File: src/rtl/write_rr_arbiter.sv
// Round-robin write arbiter driving the channel selecter's enable/select pair, one packet at a time.
// Optional watchdog release of stuck packets when WRITE_ARB_TIMEOUT_EN is defined.
module write_rr_arbiter #(
  parameter int unsigned num_of_ports   = 16,
  parameter int unsigned sel_width      = 4,
  parameter int unsigned timeout_cycles = 64
) (
  input  logic                    clk,
  input  logic                    rst,
  input  logic [num_of_ports-1:0] req,
  input  logic [num_of_ports-1:0] eop,
  input  logic                    ready,
  output logic                    enable,
  output logic [sel_width-1:0]    select,
  output logic [num_of_ports-1:0] grant,
  output logic                    beat_valid,
  output logic                    timeout_err
);

  if (num_of_ports < 2 || num_of_ports > 16 || (2 ** sel_width) < num_of_ports
      || timeout_cycles < 2) begin : g_bad_cfg
    $error("write_rr_arbiter: illegal parameter combination");
  end

  typedef enum logic [1:0] {IDLE, BUSY, GAP} state_e;

  state_e               state_q, state_d;
  logic                 enable_q, enable_d;
  logic [sel_width-1:0] select_q, select_d;
  logic [sel_width-1:0] last_q, last_d;
  logic                 beat_valid_q, beat_valid_d;
  logic                 timeout_err_q, timeout_err_d;
  logic [sel_width-1:0] winner;
  logic                 beat;

`ifdef WRITE_ARB_TIMEOUT_EN
  localparam int unsigned CNT_W = $clog2(timeout_cycles + 1);
  logic [CNT_W-1:0] cnt_q, cnt_d;
`endif

  // First requester after last_q, wrapping modulo num_of_ports.
  always_comb begin
    int unsigned idx;
    winner = '0;
    idx    = 0;
    for (int i = int'(num_of_ports); i >= 1; i--) begin
      idx = 32'(last_q) + 32'(i);
      if (idx >= num_of_ports) idx = idx - num_of_ports;
      if (req[idx]) winner = sel_width'(idx);
    end
  end

  always_comb begin
    grant = '0;
    if (state_q == BUSY && ready && req[select_q]) grant[select_q] = 1'b1;
  end

  assign beat = |grant;

  always_comb begin
    state_d       = state_q;
    enable_d      = enable_q;
    select_d      = select_q;
    last_d        = last_q;
    beat_valid_d  = beat;
    timeout_err_d = 1'b0;
`ifdef WRITE_ARB_TIMEOUT_EN
    cnt_d         = cnt_q;
`endif
    case (state_q)
      IDLE, GAP: begin
        if (|req) begin
          state_d  = BUSY;
          enable_d = 1'b1;
          select_d = winner;
          last_d   = winner;
`ifdef WRITE_ARB_TIMEOUT_EN
          cnt_d    = '0;
`endif
        end else begin
          state_d  = IDLE;
          enable_d = 1'b0;
          select_d = '0;
        end
      end
      BUSY: begin
`ifdef WRITE_ARB_TIMEOUT_EN
        cnt_d = cnt_q + CNT_W'(1);
`endif
        if (beat && eop[select_q]) begin
          state_d  = GAP;
          enable_d = 1'b0;
        end
`ifdef WRITE_ARB_TIMEOUT_EN
        // Watchdog: this is the timeout_cycles-th BUSY cycle without an eop beat.
        else if (cnt_q == CNT_W'(timeout_cycles - 1)) begin
          state_d       = GAP;
          enable_d      = 1'b0;
          timeout_err_d = 1'b1;
        end
`endif
      end
      default: begin
        state_d  = IDLE;
        enable_d = 1'b0;
        select_d = '0;
      end
    endcase
  end

  always_ff @(posedge clk or negedge rst) begin
    if (!rst) begin
      state_q       <= IDLE;
      enable_q      <= 1'b0;
      select_q      <= '0;
      last_q        <= sel_width'(num_of_ports - 1);
      beat_valid_q  <= 1'b0;
      timeout_err_q <= 1'b0;
    end else begin
      state_q       <= state_d;
      enable_q      <= enable_d;
      select_q      <= select_d;
      last_q        <= last_d;
      beat_valid_q  <= beat_valid_d;
      timeout_err_q <= timeout_err_d;
    end
  end

`ifdef WRITE_ARB_TIMEOUT_EN
  always_ff @(posedge clk or negedge rst) begin
    if (!rst) cnt_q <= '0;
    else      cnt_q <= cnt_d;
  end
`endif

  assign enable      = enable_q;
  assign select      = select_q;
  assign beat_valid  = beat_valid_q;
  assign timeout_err = timeout_err_q;

endmodule

File: config.mk
export PLATFORM = sky130hd
export DESIGN_NAME = write_rr_arbiter
export DESIGN_NICKNAME = d
export VERILOG_FILES = /design/src/rtl/write_rr_arbiter.sv
export SDC_FILE = /design/constraint.sdc
export NUM_CORES = 1
export LEC_CHECK = 0
export CAP_MARGIN = 0
export CORE_MARGIN = 3
export CORE_UTILIZATION = 50
export CTS_CLUSTER_DIAMETER = 100
export DETAILED_ROUTE_END_ITERATION = 10
export PLACE_DENSITY_LB_ADDON = 0.25
export SYNTH_ARGS = -nofsm -noshare
export SYNTH_HDL_FRONTEND = slang
export SYNTH_SLANG_ARGS = --single-unit
File: constraint.sdc
create_clock -name clk -period 5 [get_ports clk]
set_clock_uncertainty 0.1 [all_clocks]
set_input_delay 1 -clock clk [delete_from_list [all_inputs] [get_ports clk]]
set_output_delay 1 -clock clk [all_outputs]
set_load 0.1 [all_outputs]
==> impl_metrics.tcl <==
set metrics [dict create \
    instances_no_fill 464 \
    die_h_um 85.48 \
    slew_headroom_pct 25.24 \
    crit_path_max_incr_delay_ns 0.57 \
    yosys.area.top_type "mux4_2" \
    grt_pass1_vias 3213 \
    htreeDepth 1 \
    clkSinkCount 12 \
    cts_resized 0 \
    grt_start_max_net_pins 40 \
    synthTopCellsByCount "mux4_2 (37), nor2_1 (35), mux2i_1 (31)" \
    crit_required_ns 3.90 \
    fmax_mhz 221.5 \
    async_flop_share_pct 100.0 \
    tns_ns 0 \
    overflow 0 \
    crit_top_cell "mux4_2" \
    slew_violations 0 \
    layout-drive-gt1-share_pct 24.16 \
    grt_pass1_wl_um 16150 \
    ys.flop_type "dfrtp_1" \
    drtIter0Drc 328 \
    rsz0062_at_grt "false" \
    start_util_pct 52.41 \
    die_x_um 85.48 \
    synth.area.top_cells "mux4_2 (26%), mux2i_1 (9.8%), dfrtp_1 (6.3%), mux2_2 (5.3%), nor2_1 (4.2%)" \
    cts_root_buffer "clkbuf_8" \
    critical_path_class "in2out" \
    avgViaCountPerCell 7.034 \
    clock_path_buffers 2 \
    postCtsSetupBuffers 0 \
    cpMaxStageDelayCell "clkdlybuf4s50_1" \
    min_path_type "reg2reg" \
    netlist_area_um2 3158 \
    post-route-drc-count 0 \
    startpoint_type "input pin" \
    status "finished clean" \
    critPathMaxFanout 9 \
    holdBufCountCts 0 \
    diodes 0 \
    cp_cell_sequence "clkdlybuf4s50_1 > mux4_2 > mux4_2 > and3_1 > nor2b_1 > nand2b_1 > nor2_1 > buf_12" \
    antenna_found_initial 0 \
    fillers 496 \
    synth_area_per_cell_um2 9.127 \
    num_rows 28 \
    area_growth_pct 24.88 \
    synth_most_common_cell "mux4_2" \
    cap_viol_max_count 0 \
    path_clk_slew_ns 0.05 \
    synthCells 346 \
    crit_arrival_ns 3.42 \
    synth.top_cell.area_share_pct 26.39 \
    grt.total_usage_pct 27.59 \
    multi_input_area_um2 2719 \
    ys_seq_elements 12 \
    yosysWarningCount 0 \
    ant_nets 0 \
    setup_violations 0 \
    numCtsBuffers 3 \
    tightest_slew_ns 1.107 \
    io_buffers 56 \
    tritoncts "built" \
    place.gp.congestion 1.007 \
    clkLatencyLatePin_ns 0.25 \
    wl_per_cell_um 21.46 \
    nets 432 \
    synth_cell_types 69 \
    dr.pass1.iters 5 \
    finalCriticalPeriod_ns 4.515 \
    dp.final_hpwl_um 7478 \
    vias 3264 \
    critPathCaptureType "output port" \
    hold_viol_final 0 \
    core_um2 6026 \
    syn-num-nets 388 \
    wl_um 9956 \
    yosysSeqAreaShare_pct 9.667 \
    ioPinCount 58 \
    stdcell_area_um2 3944 \
    seqCellArea_um2 305.3 \
    min_period_over_period_pct 90.30 \
    synth-edff-count 0 \
    placed_area_um2 3889 \
    dp.cells 460 \
    die-area_um2 7306 \
]
[per-layer routing]
metal / vias up / track usage [%] / wire [um]
li1: 1459 / - / -
met1: 1558 / 38.41 / 4137
met2: 213 / 42.80 / 4432
met3: 34 / 7.184 / 1127
met4: 0 / 7.050 / 259
met5: - / 0 / 0
[layout make-up]
class	instances	area share (%)
sequential	12	7.741
timing repair buffer	61	18.59
inverter	10	0.9518
multi-input combinational	302	68.94
tap	75	2.379
clock buffer	4	1.396
[cells in the final DEF, fill, tap and decap left out, types with 8 or more instances in the layout]
cell type,Yosys,layout
nor2_1,35,35
mux2i_1,31,31
mux4_2,37,37
nand2_1,22,22
inv_1,9,9
mux2_2,15,15
a21oi_1,14,14
xnor2_1,8,8
buf_12,0,14
nand3_1,8,8
o21ai_0,18,18
dfrtp_1,8,8
nand2b_1,10,10
clkdlybuf4s50_1,0,40
[worst max-delay path, delay by kind of cell]
family / cells / cell delay [ns]
buf+inv: 2 / 0.74
mux: 2 / 1.00
simple gates: 4 / 0.66
[per-stage QoR]
stage	hold slack, ns	worst slack [ns]	util (%)
after floorplan	0.4468	0.2224	-
after global placement	0.4370	0.5110	64.53
after detailed placement	0.4470	0.4739	64.53
after CTS	0.4608	0.4679	65.45
after global routing	0.4861	0.3434	65.45
final	0.4560	0.4848	65.45
[flip-flops by register name, indices dropped and copies added (netlist names)]
signal and flops:
last_q 4, select 4, state_q 2, beat_valid 1, enable 1
[worst paths after layout]
| path | from | endpoint | slack (ns) | cells past startpoint |
|---|---|---|---|---|
| worst max-delay path | req[12] | grant[4] | 0.48 | 8 |
| worst min-delay path | enable | enable | 0.46 | 2 |
| worst max register to register | last_q[0] | select[2] | 0.84 | 10 |
| worst min register to register | enable | enable | 0.46 | 2 |
| max in group asynchronous | rst | last_q[2] | 3.42 | 1 |
| min in group asynchronous | rst | select[1] | 1.01 | 1 |
[cell families after synthesis]
logic type | share of synthesized area, %
AND/OR/NAND/NOR | 18.70
multiplexers | 42.04
AO/OA/AOI/OAI | 18.27
buffers and inverters | 4.873
XOR/XNOR | 3.566
flip-flops | 9.667
adder cells (fa/ha/maj) | 2.773
other | 0.1187
Power is not shown: default switching activity piles up to over one toggle a cycle in this logic, so the estimate is an artifact.
